### config.mk
export PLATFORM = sky130hd
export DESIGN_NAME = control_sequencer
export DESIGN_NICKNAME = d
export VERILOG_FILES = /design/src/rtl/control_sequencer_pkg.sv /design/src/rtl/control_decode.sv /design/src/rtl/control_sequencer.sv
export SDC_FILE = /design/constraint.sdc
export NUM_CORES = 1
export LEC_CHECK = 0
export BUFFER_PORTS_ARGS = -buffer_cell sky130_fd_sc_hd__buf_2
export CAP_MARGIN = 20
export CORE_MARGIN = 2
export CORE_UTILIZATION = 40
export CTS_BUF_LIST = sky130_fd_sc_hd__clkbuf_8
export DETAILED_ROUTE_END_ITERATION = 12
export PLACE_DENSITY = 0.7
export SLEW_MARGIN = 5
export SYNTH_ARGS = -nofsm -noshare
export SYNTH_HDL_FRONTEND = slang
export SYNTH_SLANG_ARGS = --single-unit
### constraint.sdc
create_clock -name clock -period 3.8 [get_ports clock]
set_input_delay 0.19 -clock clock [delete_from_list [all_inputs] [get_ports clock]]
set_output_delay 0.19 -clock clock [all_outputs]
set_load 0.1 [all_outputs]
### src/rtl/control_sequencer_pkg.sv
// Shared encodings for the instruction-fetch control sequencer: states, opcodes,
// decode result codes and the instruction length table.
package control_sequencer_pkg;

  typedef enum logic [2:0] {
    S_START  = 3'd0,
    S_FETCH  = 3'd1,
    S_WAIT   = 3'd2,
    S_DECODE = 3'd3,
    S_EXEC   = 3'd4,
    S_INT    = 3'd5
  } state_e;

  typedef enum logic [2:0] {
    CLS_NOP  = 3'd0,
    CLS_ALU  = 3'd1,
    CLS_JUMP = 3'd2,
    CLS_CALL = 3'd3,
    CLS_RET  = 3'd4
  } class_e;

  // MOV A,Rn occupies E8..EF; the low three bits select the register
  localparam logic [7:0] OP_MOV_A_RN = 8'hE8;
  localparam logic [7:0] OP_ADD_IMM  = 8'h24;
  localparam logic [7:0] OP_SUBB_IMM = 8'h94;
  localparam logic [7:0] OP_ANL_IMM  = 8'h54;
  localparam logic [7:0] OP_ORL_IMM  = 8'h44;
  localparam logic [7:0] OP_XRL_IMM  = 8'h64;
  localparam logic [7:0] OP_JZ       = 8'h60;
  localparam logic [7:0] OP_JNZ      = 8'h70;
  localparam logic [7:0] OP_JNC      = 8'h50;
  localparam logic [7:0] OP_AJMP     = 8'h01;
  localparam logic [7:0] OP_ACALL    = 8'h11;
  localparam logic [7:0] OP_LJMP     = 8'h02;
  localparam logic [7:0] OP_RET      = 8'h22;
  localparam logic [7:0] OP_RETI     = 8'h32;

  localparam int ALU_NOP  = 0;
  localparam int ALU_PASS = 1;
  localparam int ALU_ADD  = 2;
  localparam int ALU_SUBB = 3;
  localparam int ALU_AND  = 4;
  localparam int ALU_OR   = 5;
  localparam int ALU_XOR  = 6;
  localparam int ALU_TSTZ = 7;
  localparam int ALU_TSTC = 8;

  localparam int RAM_NONE     = 0;
  localparam int RD_RAM_RN    = 1;
  localparam int RD_RAM_IMM   = 2;
  localparam int RD_RAM_STACK = 3;
  localparam int WR_RAM_STACK = 4;

  function automatic logic [2:0] op_len(input logic [7:0] op);
    logic [2:0] len;
    len = 3'd1;
    case (op)
      OP_ADD_IMM, OP_SUBB_IMM, OP_ANL_IMM, OP_ORL_IMM, OP_XRL_IMM,
      OP_JZ, OP_JNZ, OP_JNC, OP_AJMP, OP_ACALL: len = 3'd2;
      OP_LJMP:                                  len = 3'd3;
      default:                                  len = 3'd1;
    endcase
    return len;
  endfunction

endpackage

### src/rtl/control_decode.sv
// Opcode decoder: instruction length (clamped to MAX_BYTES), RAM access code,
// ALU opcode and control-flow class. Purely combinational.
module control_decode
  import control_sequencer_pkg::*;
#(
  parameter int OPCODE_W  = 8,
  parameter int MAX_BYTES = 3,
  parameter int RAM_ACC_W = 4,
  parameter int ALU_OP_W  = 5
) (
  input  logic [OPCODE_W-1:0]  opcode,
  output logic [2:0]           len,
  output logic [RAM_ACC_W-1:0] ram_access,
  output logic [ALU_OP_W-1:0]  alu_opcode,
  output class_e               cls
);

  logic [7:0] op8;
  logic [2:0] raw_len;

  always_comb begin
    op8        = 8'(opcode);
    raw_len    = op_len(op8);
    len        = (raw_len > 3'(MAX_BYTES)) ? 3'(MAX_BYTES) : raw_len;
    ram_access = '0;
    alu_opcode = '0;
    cls        = CLS_NOP;
    if ((op8 & 8'hF8) == OP_MOV_A_RN) begin
      ram_access = RAM_ACC_W'(RD_RAM_RN);
      alu_opcode = ALU_OP_W'(ALU_PASS);
      cls        = CLS_ALU;
    end else begin
      case (op8)
        OP_ADD_IMM:  begin ram_access = RAM_ACC_W'(RD_RAM_IMM); alu_opcode = ALU_OP_W'(ALU_ADD);  cls = CLS_ALU; end
        OP_SUBB_IMM: begin ram_access = RAM_ACC_W'(RD_RAM_IMM); alu_opcode = ALU_OP_W'(ALU_SUBB); cls = CLS_ALU; end
        OP_ANL_IMM:  begin ram_access = RAM_ACC_W'(RD_RAM_IMM); alu_opcode = ALU_OP_W'(ALU_AND);  cls = CLS_ALU; end
        OP_ORL_IMM:  begin ram_access = RAM_ACC_W'(RD_RAM_IMM); alu_opcode = ALU_OP_W'(ALU_OR);   cls = CLS_ALU; end
        OP_XRL_IMM:  begin ram_access = RAM_ACC_W'(RD_RAM_IMM); alu_opcode = ALU_OP_W'(ALU_XOR);  cls = CLS_ALU; end
        OP_JZ, OP_JNZ: begin alu_opcode = ALU_OP_W'(ALU_TSTZ); cls = CLS_JUMP; end
        OP_JNC:        begin alu_opcode = ALU_OP_W'(ALU_TSTC); cls = CLS_JUMP; end
        OP_AJMP, OP_LJMP: cls = CLS_JUMP;
        OP_ACALL:      begin ram_access = RAM_ACC_W'(WR_RAM_STACK); cls = CLS_CALL; end
        OP_RET, OP_RETI: begin ram_access = RAM_ACC_W'(RD_RAM_STACK); cls = CLS_RET; end
        default: ;
      endcase
    end
  end

endmodule

### src/rtl/control_sequencer.sv
// Multi-byte instruction fetch/decode/execute sequencer with wait-state
// handling and interrupt entry between instructions.
//
// state    | meaning
// S_START  | idle between instructions; sample int_req
// S_FETCH  | issue fetch of byte byte_idx (ir_load, pc_load)
// S_WAIT   | wait for min wait cycles and mem_ready (ram_load on exit)
// S_DECODE | decode_load strobe
// S_EXEC   | a_load, jmp_load for jump/call/return; clear decode results
// S_INT    | interrupt acknowledge, forced call
module control_sequencer
  import control_sequencer_pkg::*;
#(
  parameter int OPCODE_W    = 8,
  parameter int MAX_BYTES   = 3,
  parameter int WAIT_CYCLES = 1,
  parameter int RAM_ACC_W   = 4,
  parameter int ALU_OP_W    = 5,
  localparam int BIDX_W     = (MAX_BYTES > 1) ? $clog2(MAX_BYTES) : 1
) (
  input  logic                 clock,
  input  logic                 reset,
  input  logic [OPCODE_W-1:0]  opcode,
  input  logic                 mem_ready,
  input  logic                 int_req,
  output logic                 ir_load,
  output logic                 pc_load,
  output logic                 ram_load,
  output logic                 decode_load,
  output logic                 a_load,
  output logic                 jmp_load,
  output logic                 int_ack,
  output logic                 busy,
  output logic [BIDX_W-1:0]    byte_idx,
  output logic [RAM_ACC_W-1:0] ram_access,
  output logic [ALU_OP_W-1:0]  alu_opcode
);

  state_e                state_q, state_d;
  logic [BIDX_W-1:0]     byte_idx_q, byte_idx_d;
  logic [2:0]            wait_cnt_q, wait_cnt_d;
  logic [2:0]            len_q, len_d;
  logic [RAM_ACC_W-1:0]  ram_acc_q, ram_acc_d;
  logic [ALU_OP_W-1:0]   alu_op_q, alu_op_d;
  class_e                cls_q, cls_d;

  logic [2:0]            dec_len;
  logic [RAM_ACC_W-1:0]  dec_ram;
  logic [ALU_OP_W-1:0]   dec_alu;
  class_e                dec_cls;
  logic                  wait_exit;
  logic [2:0]            len_eff;

  control_decode #(
    .OPCODE_W  (OPCODE_W),
    .MAX_BYTES (MAX_BYTES),
    .RAM_ACC_W (RAM_ACC_W),
    .ALU_OP_W  (ALU_OP_W)
  ) u_decode (
    .opcode     (opcode),
    .len        (dec_len),
    .ram_access (dec_ram),
    .alu_opcode (dec_alu),
    .cls        (dec_cls)
  );

  always_ff @(posedge clock) begin
    if (reset) begin
      state_q    <= S_START;
      byte_idx_q <= '0;
      wait_cnt_q <= '0;
      len_q      <= 3'd1;
      ram_acc_q  <= '0;
      alu_op_q   <= '0;
      cls_q      <= CLS_NOP;
    end else begin
      state_q    <= state_d;
      byte_idx_q <= byte_idx_d;
      wait_cnt_q <= wait_cnt_d;
      len_q      <= len_d;
      ram_acc_q  <= ram_acc_d;
      alu_op_q   <= alu_op_d;
      cls_q      <= cls_d;
    end
  end

  always_comb begin
    wait_exit  = (state_q == S_WAIT) && (wait_cnt_q >= 3'(WAIT_CYCLES)) && mem_ready;
    // the first byte's exit decides the length from the live decode
    len_eff    = (byte_idx_q == '0) ? dec_len : len_q;
    state_d    = state_q;
    byte_idx_d = byte_idx_q;
    wait_cnt_d = 3'd0;
    len_d      = len_q;
    ram_acc_d  = ram_acc_q;
    alu_op_d   = alu_op_q;
    cls_d      = cls_q;
    case (state_q)
      S_START: begin
        if (int_req) begin
          state_d = S_INT;
        end else begin
          state_d    = S_FETCH;
          byte_idx_d = '0;
        end
      end
      S_FETCH: state_d = S_WAIT;
      S_WAIT: begin
        wait_cnt_d = (wait_cnt_q == 3'd7) ? wait_cnt_q : wait_cnt_q + 3'd1;
        if (wait_exit) begin
          if (byte_idx_q == '0) begin
            len_d     = dec_len;
            ram_acc_d = dec_ram;
            alu_op_d  = dec_alu;
            cls_d     = dec_cls;
          end
          if (4'(byte_idx_q) + 4'd1 < 4'(len_eff)) begin
            state_d    = S_FETCH;
            byte_idx_d = byte_idx_q + BIDX_W'(1);
          end else begin
            state_d = S_DECODE;
          end
        end
      end
      S_DECODE: state_d = S_EXEC;
      S_EXEC: begin
        ram_acc_d  = '0;
        alu_op_d   = '0;
        byte_idx_d = '0;
        state_d    = S_START;
      end
      S_INT: begin
        cls_d   = CLS_CALL;
        state_d = S_START;
      end
      default: state_d = S_START;
    endcase
  end

  assign ir_load     = (state_q == S_FETCH);
  assign pc_load     = (state_q == S_FETCH);
  assign ram_load    = wait_exit;
  assign decode_load = (state_q == S_DECODE);
  assign a_load      = (state_q == S_EXEC);
  assign jmp_load    = ((state_q == S_EXEC) && (cls_q inside {CLS_JUMP, CLS_CALL, CLS_RET}))
                       || (state_q == S_INT);
  assign int_ack     = (state_q == S_INT);
  assign busy        = (state_q != S_START);
  assign byte_idx    = byte_idx_q;
  assign ram_access  = ram_acc_q;
  assign alu_opcode  = alu_op_q;

endmodule

[Word-level counts from Yosys, hierarchy flattened]
Cells that the tools add are included.
Cells by class
  $add $sub $neg: 3
  magnitude comparators: 3
  equality and inequality tests: 27
  multiplexer cells: 26
  bitwise operators: 1
  reductions and logical operators: 21
Operators by type and width (number)
  8-bit by 7-bit equality test with 1-bit output (second input constant): 6
  4-bit one-hot mux with 7 select lines: 1
  8-bit by 6-bit equality test with 1-bit output (second input constant): 3
  3-bit one-hot mux with 4 select lines: 2
  3-bit 2-to-1 mux: 6
  5-bit 2-to-1 mux: 3
  3-bit by 2-bit equality test with 1-bit output (second input constant): 4
  3-bit equality test (second input constant): 4
  4-bit 2-to-1 mux: 3
  2-bit 2-to-1 mux: 5
  5-bit one-hot mux with 2 select lines: 1
  10-bit OR reduction: 1
  5-bit OR reduction: 2
  3-bit one-hot mux with 3 select lines: 1
  3-bit nonzero test: 3
  8-bit by 1-bit equality test with 1-bit output (second input constant): 1
  8-bit by 2-bit equality test with 1-bit output (second input constant): 1
  8-bit by 5-bit equality test with 1-bit output (second input constant): 1
  8-bit equality test (second input constant): 1
  4-bit one-hot mux with 2 select lines: 1
  2-bit one-hot mux with 3 select lines: 1
  3-bit one-hot mux with 2 select lines: 1
  3-bit AND reduction: 2
  2-bit OR reduction: 3
  19 further kinds: 24
Word-level totals
  bits in registers: 23
  input bits: 12
  output and inout bits: 19
  logic and storage cells: 88

[Longest topological paths before layout]
Gate-level depths: netlist of the first run.
  depth after elaboration: 10
  depth in mapped cells: 13
  depth with buffers taken out: 12

[Modules after synthesis]
Synthesis of the first run repeated with hierarchy kept, for this count alone.
Second synthesis, totals
  cell total of the unflattened synthesis: 181
  area, all modules: 1565.3 µm²
By module, submodules not included
  control_sequencer: times used 1, cells an instance 136, area an instance 1234.9 µm², seq. area each 460.4 µm²
  control_decode: times used 1, cells an instance 45, area an instance 330.3 µm², seq. area each 0.0 µm²

[Worst setup path before layout of the first run]
OpenSTA, ideal clock, no wires.
  path kind: register to output
  start: register state_q[0]
  end: output port pc_load
  arrival time: 3.438 ns
  data required time: 3.610 ns
  path slack: 0.172 ns
  cell stages (with the launch flop): 4
  path buffers: 2
  path through: dfxtp_1 > clkbuf_1 > nor3b_1 > buf_4
Between the ends
  cells in the longest elaborated chain, start to end: 1
Ends and longest elaborated chain
  start: declaration: RTL line control_sequencer.sv:39  | state_e state_q, state_d;
  start signal: assignment: RTL line control_sequencer.sv:77  | state_q <= state_d;
  3-bit by 1-bit equality test with 1-bit output
  end: declaration: RTL line control_sequencer.sv:27  | output logic pc_load,
Every way passes these cells.

[Worst setup path after layout of the first run]
  start: input port opcode[6]
  end: register byte_idx_q[1], in the netlist byte_idx[1]
Between the ends
  cells in the longest elaborated chain, start to end: 9
  elaborated cells between the ends (all ways): 19
  those cells by class: order compare: 2; eq/ne: 12; mux: 3; reduce/logical: 2
Ends and longest elaborated chain
  start: declaration: RTL line control_sequencer.sv:23  | input logic [OPCODE_W-1:0] opcode,
  8-bit by 6-bit equality test with 1-bit output (tied with other cells): RTL line control_sequencer_pkg.sv:57  | case (op)
  10-bit OR reduction: RTL line control_sequencer_pkg.sv:57
  2-bit one-hot mux with 2 select lines (*): RTL line control_sequencer_pkg.sv:57
  2-bit > comparator: RTL line control_decode.sv:24  | len = (raw_len > 3'(MAX_BYTES)) ? 3'(MAX_BYTES) : raw_len;
  2-bit 2-to-1 mux (*): RTL line control_decode.sv:24
  3-bit 2-to-1 mux (*)
  3-bit < comparator (*): RTL line control_sequencer.sv:117  | if (4'(byte_idx_q) + 4'd1 < 4'(len_eff)) begin
  2-bit by 1-bit inequality test with 1-bit output (no source line) (*)
  4-bit AND reduction (no source line) (*)
  end signal: assignment: RTL line control_sequencer.sv:78  | byte_idx_q <= byte_idx_d;
  end: declaration: RTL line control_sequencer.sv:40  | logic [BIDX_W-1:0] byte_idx_q, byte_idx_d;
Every way passes the cells marked *; elsewhere a longest branch is shown, timed or not.
A chain may end at the register's enable or synchronous reset.

==> run summary, run 1 <==
# H-tree levels -> 1
Sw Share -> 41.2%
FF-to-FF setup slack -> 1.04 ns
CTS root buf -> clkbuf_8
ANT cells -> 0
Clock Latency Late Sink -> 0.26 ns
PwrDens -> 381 mW/mm^2
Worst setup EP type -> register
Starting Density -> 41.4%
Core area -> 0.00331 mm^2
Die height -> 62.6 um
Antenna violations before repair -> 0
Post_cts resized -> 0
Synthesized flop and latch total -> 21
Slew Viols, Final -> 0
Drt wl/cell -> 12.2 um
Pint -> 0.350 mW
Detailed Route Iter0 Violations -> 62
Die area -> 0.00391 mm^2
Final worst-path cycle share -> 84.4%
Fmax -> 312 MHz
Synth Area per Inst -> 8.21 um^2
Drt total wl -> 2.85 mm
Global-route wire length before repair -> 4.84 mm
YS warnings -> 0
Final setup fails -> 0
Clock power share -> 24.5%
Clk buf depth -> 2
Reg power frac -> 40.7%
Yosys top cell area share -> 30.7%
Post-Route Skew -> 0.00366 ns
Static Leak -> 0.673 nW
Share of layout cells above drive strength 1 -> 24.5%
Worst Hold Class -> primary input to register
Synth Cell Area -> 0.00137 mm^2
GR Util All Layers -> 15.1%
Worst IR Drop VDD -> 0.470 mV
Sink Count -> 21
Area delta synth->final -> 13.9%
NetSw -> 0.245 mW
Clock-pin slew on the worst setup and hold paths -> 0.08 ns
RSZ-0062 raised after global routing -> false
Post-layout net count -> 208
Row cnt -> 21
Final Util -> 47.2%
CTS tree -> built
EDFF count, synth -> 0
Power Total -> 0.595 mW
Vias per cell -> 5.38
Crit start category -> primary input
Final antenna-violating net count -> 0
Hpwl dp -> 2.21 mm
Hold buffers post-CTS -> 0
Ys async rst share -> 0%
Data arrival, critical path -> 3.39 ns
Cells after Synth -> 167
Status -> finished, final reports clean
Remaining Overflow, GRT -> 0
Post-CTS Setup Inserts -> 0
Dominant synthesized flop cell -> dfxtp_1
WS Path Type -> primary input to register
Vias in the first global route -> 1118
Synth area leaders -> dfxtp_1 31%, ha_1 6.4%, a21oi_1 4.4%, nor2_1 4.1%, nor3_1 4.0%
Post-synth top area cell -> dfxtp_1
Max cap viols -> 0
Count of final hold-check violations -> 0
Vias -> 1258
GP Congestion -> 0.808
Largest net degree at the start of global routing -> 14
Post-synthesis cell type count -> 50
Drt first pass iters -> 4
DRC Markers -> 0
Critical-path maximum fanout -> 7
Post-route minimum period -> 3.21 ns
Die Wd -> 62.6 um
IO Count -> 31
Worst path required time -> 3.99 ns
Combinational share of power -> 34.8%
PortBufs -> 28
Register area share after synthesis -> 30.7%
Setup tns final -> 0 ns
CTS Buf Count -> 3
[kinds of logic after synthesis]
| group | count (synthesis) | share of synthesized area [%] |
|---|---|---|
| flops | 21 | 30.7 |
| fa+ha+maj | 7 | 6.39 |
| simple gates | 75 | 30.0 |
| xor+xnor | 1 | 0.639 |
| mux | 3 | 2.28 |
| buf+inv | 19 | 6.30 |
| compound gates | 40 | 23.5 |
| other cells | 1 | 0.273 |
[power groups by stage]
stage	Combinational [mW]	Clock [mW]	Sequential [mW]
floorplan	0.181	0	0.246
global placement	0.206	0	0.247
detailed placement	0.207	0	0.247
CTS	0.207	0.150	0.242
global route	0.219	0.154	0.245
finish	0.207	0.145	0.242
[Yosys cell counts, drive strengths merged (2+ instances only)]
library cell,number
dfxtp,21
nor2,16
nand2,13
a21oi,12
nor3,11
clkbuf,7
ha,7
buf,6
inv,6
o21ai,5
nand2b,4
nor2b,4
o21a,4
nand3,3
nor3b,3
nor4,3
o31ai,3
or3,3
a2111oi,2
a32oi,2
and2,2
and2b,2
and3,2
mux2i,2
nand4,2
o211ai,2
o41ai,2
or3b,2
or4,2
[worst max-delay path, stage by stage]
cell and delay (ns):
buf_2 0.13, or4_4 0.57, or3b_1 0.41, a21o_1 0.21
nand2_1 0.10, o22ai_1 0.08, ha_1 0.32, o21a_1 0.17
o31ai_1 0.06, a21oi_1 0.11, a2111o_1 0.33, or4_2 0.63
o31ai_2 0.07
[sequential cells by signal, indices dropped and copies added (netlist names)]
| name | cells |
|---|---|
| wait_cnt_q | 3 |
| byte_idx | 2 |
| ram_access | 3 |
| cls_q | 3 |
| len_q | 3 |
| alu_opcode | 4 |
| state_q | 3 |
[path summary, 6_finish.rpt]
check / endpoint / startpoint / cells past startpoint
min reg2reg: alu_opcode[1]$_SDFFE_PP0P_ / alu_opcode[1]$_SDFFE_PP0P_ / 2
max: byte_idx[1]$_SDFFE_PP0P_ / opcode[6] / 13
min: ram_access[1]$_SDFFE_PP0P_ / reset / 2
max reg2reg: byte_idx[1]$_SDFFE_PP0P_ / byte_idx[0]$_SDFFE_PP0P_ / 11
[metrics by stage]
| stage | instance area (um^2) | hold slack [ns] | worst slack, ns | std cells |
|---|---|---|---|---|
| after CTS | 1560 | 0.261 | 0.599 | 234 |
| after global placement | 1520 | 0.436 | 0.373 | 230 |
| after global routing | 1560 | 0.301 | 0.478 | 234 |
| after floorplan | 1380 | 0.273 | 0.172 | 168 |
| after detailed placement | 1520 | 0.449 | 0.325 | 230 |
| final | 1560 | 0.264 | 0.594 | 234 |
[layout make-up]
type,count,area [um^2]
fillers,342,1750
clock buffers,3,41.3
well taps,46,57.6
repair buffers,29,148
flip-flops and latches,21,420
clock inverters,1,3.75
inverters,6,22.5
multi-input cells,128,868
[routing by layer]
layer | GRT usage (%) | share of wire [%]
met4 | 5.56 | 1.7
met2 | 24.5 | 45
met3 | 3.78 | 4.6
met1 | 19.4 | 49
met5 | 0 | 0
[cell usage in the layout (no fill, tap or decap), types with 2 or more instances in the layout]
cell	n
dfxtp_1	21
and2b_2	2
buf_2	28
nor4_1	3
nor2b_1	4
o21ai_0	5
nor3b_1	3
nor2_1	15
nand4_1	2
inv_1	7
and2_1	2
o21a_1	4
and3_1	2
or3_1	3
o31ai_2	2
nor3_1	11
ha_1	7
conb_1	2
nand2b_1	4
clkbuf_8	3
a32oi_1	2
nand2_1	13
nand3_1	3
o211ai_1	2
a21oi_1	12
mux2i_1	2
No activity file was read; power rests on OpenSTA's default activity.
==> run 2: changes to the inputs <==
- ABC_AREA: default -> 1
- PLACE_DENSITY: 0.7 -> 0.73
- clock period: 3.8 -> 2.7 ns (I/O delays scaled with it)
==> run summary, run 2 <==
Post-route minimum period -> 2.07 ns
Sink Count -> 21 (unchanged)
Ys async rst share -> 0% (unchanged)
Count of final hold-check violations -> 0 (unchanged)
IO Count -> 31 (unchanged)
Power Total -> 1.48 mW (+150%)
Yosys top cell area share -> 31.7% (+1.0 points)
Commonest non-fill, non-tap cell in the layout -> nor2_1
Fmax -> 483 MHz
Vias -> 1261 (+0.24%)
Crit Reg-Reg Startpoint -> byte_idx[0]$_SDFFE_PP0P_
PwrDens -> 955 mW/mm^2 (+150%)
Antenna violations before repair -> 0 (unchanged)
GP Congestion -> 0.955 (+18%)
Synth Area per Inst -> 6.95 um^2 (-15%)
Final setup fails -> 0 (unchanged)
Setup tns final -> 0 ns (unchanged)
Worst path required time -> 2.86 ns (-1.13 ns)
Row cnt -> 20 (-4.8%)
YS warnings -> 0 (unchanged)
Synth area leaders -> dfxtp_1 32%, nor2_1 10%, nand2_1 9.6%, ha_1 6.6%, a21oi_1 6.0%
Post-synthesis cell type count -> 34 (-32%)
Max cap viols -> 0 (unchanged)
Hpwl dp -> 2.21 mm (+0.19%)
GR Util All Layers -> 15.6% (+0.54 points)
Setup crit start -> byte_idx[0]$_SDFFE_PP0P_
Area delta synth->final -> 16.8%
Worst Hold Class -> primary input to register
Design Area, Final -> 0.00155 mm^2 (-0.72%)
Reg-to-Reg End -> byte_idx[0]$_SDFFE_PP0P_
Starting Density -> 42.8% (+1.4 points)
Remaining Overflow, GRT -> 0 (unchanged)
Final antenna-violating net count -> 0 (unchanged)
Largest net degree at the start of global routing -> 12 (-2)
Vias per cell -> 4.78 (-11%)
Drt wl/cell -> 10.5 um (-13%)
Dpl cell area -> 0.00151 mm^2 (-0.74%)
Top cells by count, synth -> 37 x nor2_1, 34 x nand2_1, 21 x dfxtp_1, 20 x inv_1, 16 x a21oi_1
PortBufs -> 28 (unchanged)
Crit start category -> register
Most frequent cells in the layout -> 37 x nor2_1, 34 x nand2_1, 28 x buf_2
Post_cts resized -> 0 (unchanged)
Crit path to -> byte_idx[0]$_SDFFE_PP0P_
Slew Viols, Final -> 0 (unchanged)
Status -> finished, final reports clean
Vias in the first global route -> 1072 (-4.1%)
Max FFs per register -> 4 (unchanged)
RSZ-0062 raised after global routing -> false
Global-route wire length before repair -> 4.49 mm (-7.3%)
Drt total wl -> 2.78 mm (-2.2%)
WS Path Type -> register to register
Core area -> 0.00310 mm^2 (-6.3%)
Share of layout cells above drive strength 1 -> 21.4% (-3.1 points)
DRC Markers -> 0 (unchanged)
Static Leak -> 0.776 nW (+15%)
Clock Latency Late Sink -> 0.26 ns (about the same)
Data arrival, critical path -> 2.23 ns (-1.16 ns)
Die height -> 61.6 um (-1.5%)
Post-CTS Setup Inserts -> 0 (unchanged)
CTS root buf -> clkbuf_8
Final worst-path cycle share -> 76.6%
Cells on worst reg2reg path -> 15 (+4)
Dominant synthesized flop cell -> dfxtp_1
ANT cells -> 0 (unchanged)
Synthesized flop and latch total -> 21 (unchanged)
Die Wd -> 61.6 um (-1.5%)
Register area share after synthesis -> 31.7% (+1.0 points)
Min-delay src -> int_req
Cells after Synth -> 191 (+14%)
Post-synth top area cell -> dfxtp_1
# H-tree levels -> 1 (unchanged)
Die area -> 0.00380 mm^2 (-3.0%)
Worst setup EP type -> register
FF-to-FF setup slack -> 0.63 ns (-0.41 ns)
Drt first pass iters -> 4 (unchanged)
Clock-pin slew on the worst setup and hold paths -> 0.08 ns (about the same)
CTS Buf Count -> 3 (unchanged)
Critical-path maximum fanout -> 5 (-2)
Worst IR Drop VDD -> 0.528 mV (+12%)
Hold buffers post-CTS -> 0 (unchanged)
Post-layout net count -> 240 (+15%)
Clk buf depth -> 2 (unchanged)
CTS tree -> built
Detailed Route Iter0 Violations -> 49 (-21%)
Post-Route Skew -> 0.00869 ns (+0.00504 ns)
Synth Cell Area -> 0.00133 mm^2 (-3.2%)
EDFF count, synth -> 0 (unchanged)
Count leader, synth -> nor2_1
## run 2: cell types whose count changed after synthesis, moves of 3 or more
cell	delta
nor3b_1	-3
clkbuf_1	-6
a21oi_1	+4
nor3_1	-9
nand2_1	+21
or3_1	-3
inv_1	+14
buf_2	-3
inv_2	+4
o21a_1	-4
nand3_1	+8
nand2b_1	-4
nor2_1	+22
nor2b_1	-4
## run 2: layout make-up
class,count,area [um^2]
fill,347,1550
multi-input combinational,141,790
sequential,21,420
timing repair buffer,28,140
inverter,26,100
tap,44,55.1
clock buffer,3,41.3
clock inverter,1,3.75
## run 2: cells by family (layout without fill, tap and decap cells)
family,after synthesis,after routing,share of synthesized area (%)
adder cells (fa/ha/maj),7,7,6.60
other,1,2,0.282
XOR/XNOR,1,1,0.660
buffers and inverters,30,58,9.52
flip-flops,21,21,31.7
multiplexers,2,2,1.51
AND/OR/NAND/NOR,98,98,35.2
AO/OA/AOI/OAI,31,31,14.6
## run 2: how the worst min path moves through the flow
stage / cells after the start / end / slack (ns)
floorplan: 2 / state_q[2]$_SDFFE_PP0P_ / 0.32
global placement: 3 / state_q[2]$_SDFFE_PP0P_ / 0.45
detailed placement: 3 / state_q[2]$_SDFFE_PP0P_ / 0.45
CTS: 3 / state_q[2]$_SDFFE_PP0P_ / 0.17
global route: 3 / state_q[2]$_SDFFE_PP0P_ / 0.17
finish: 3 / state_q[2]$_SDFFE_PP0P_ / 0.17
## run 2: through the flow
| stage | instances | hold slack [ns] | utilization, % | setup slack [ns] |
|---|---|---|---|---|
| 6_report | 264 | 0.174 | 50.0 | 0.631 |
| 3_5_place_dp | 260 | 0.449 | 48.5 | 0.658 |
| 5_1_grt | 264 | 0.171 | 50.0 | 0.408 |
| 2_1_floorplan | 192 | 0.316 | - | 0.0280 |
| 3_3_place_gp | 260 | 0.447 | 48.5 | 0.653 |
| 4_1_cts | 264 | 0.166 | 50.0 | 0.636 |
## run 2: routing by layer
layer | global-route usage, % | routed length [um] | vias to the layer above
met5 | 0 | 0 | -
met4 | 3.34 | 14 | 0
met1 | 21.8 | 1450 | 550
met3 | 5.04 | 126 | 4
li1 | - | - | 678
met2 | 23.6 | 1190 | 29
## run 2: worst max-delay path, stage by stage, from the launching register on
cell and delay (ns):
dfxtp_1 0.38, inv_1 0.09, ha_1 0.24, inv_1 0.19
nor2_1 0.07, nand4_1 0.09, o21ai_0 0.09, ha_1 0.30
nand2_1 0.06, inv_1 0.03, nand2_1 0.05, nand2_1 0.04
nand2_1 0.13, nand3_1 0.09, nand2_1 0.07, nor2_1 0.04
## run 2: report_power, final
group / switching [mW] / internal [mW] / total, mW
Clock: 0.0975 / 0.101 / 0.199
Combinational: 0.688 / 0.187 / 0.875
Sequential: 0.0491 / 0.357 / 0.406
Total: 0.834 / 0.646 / 1.48
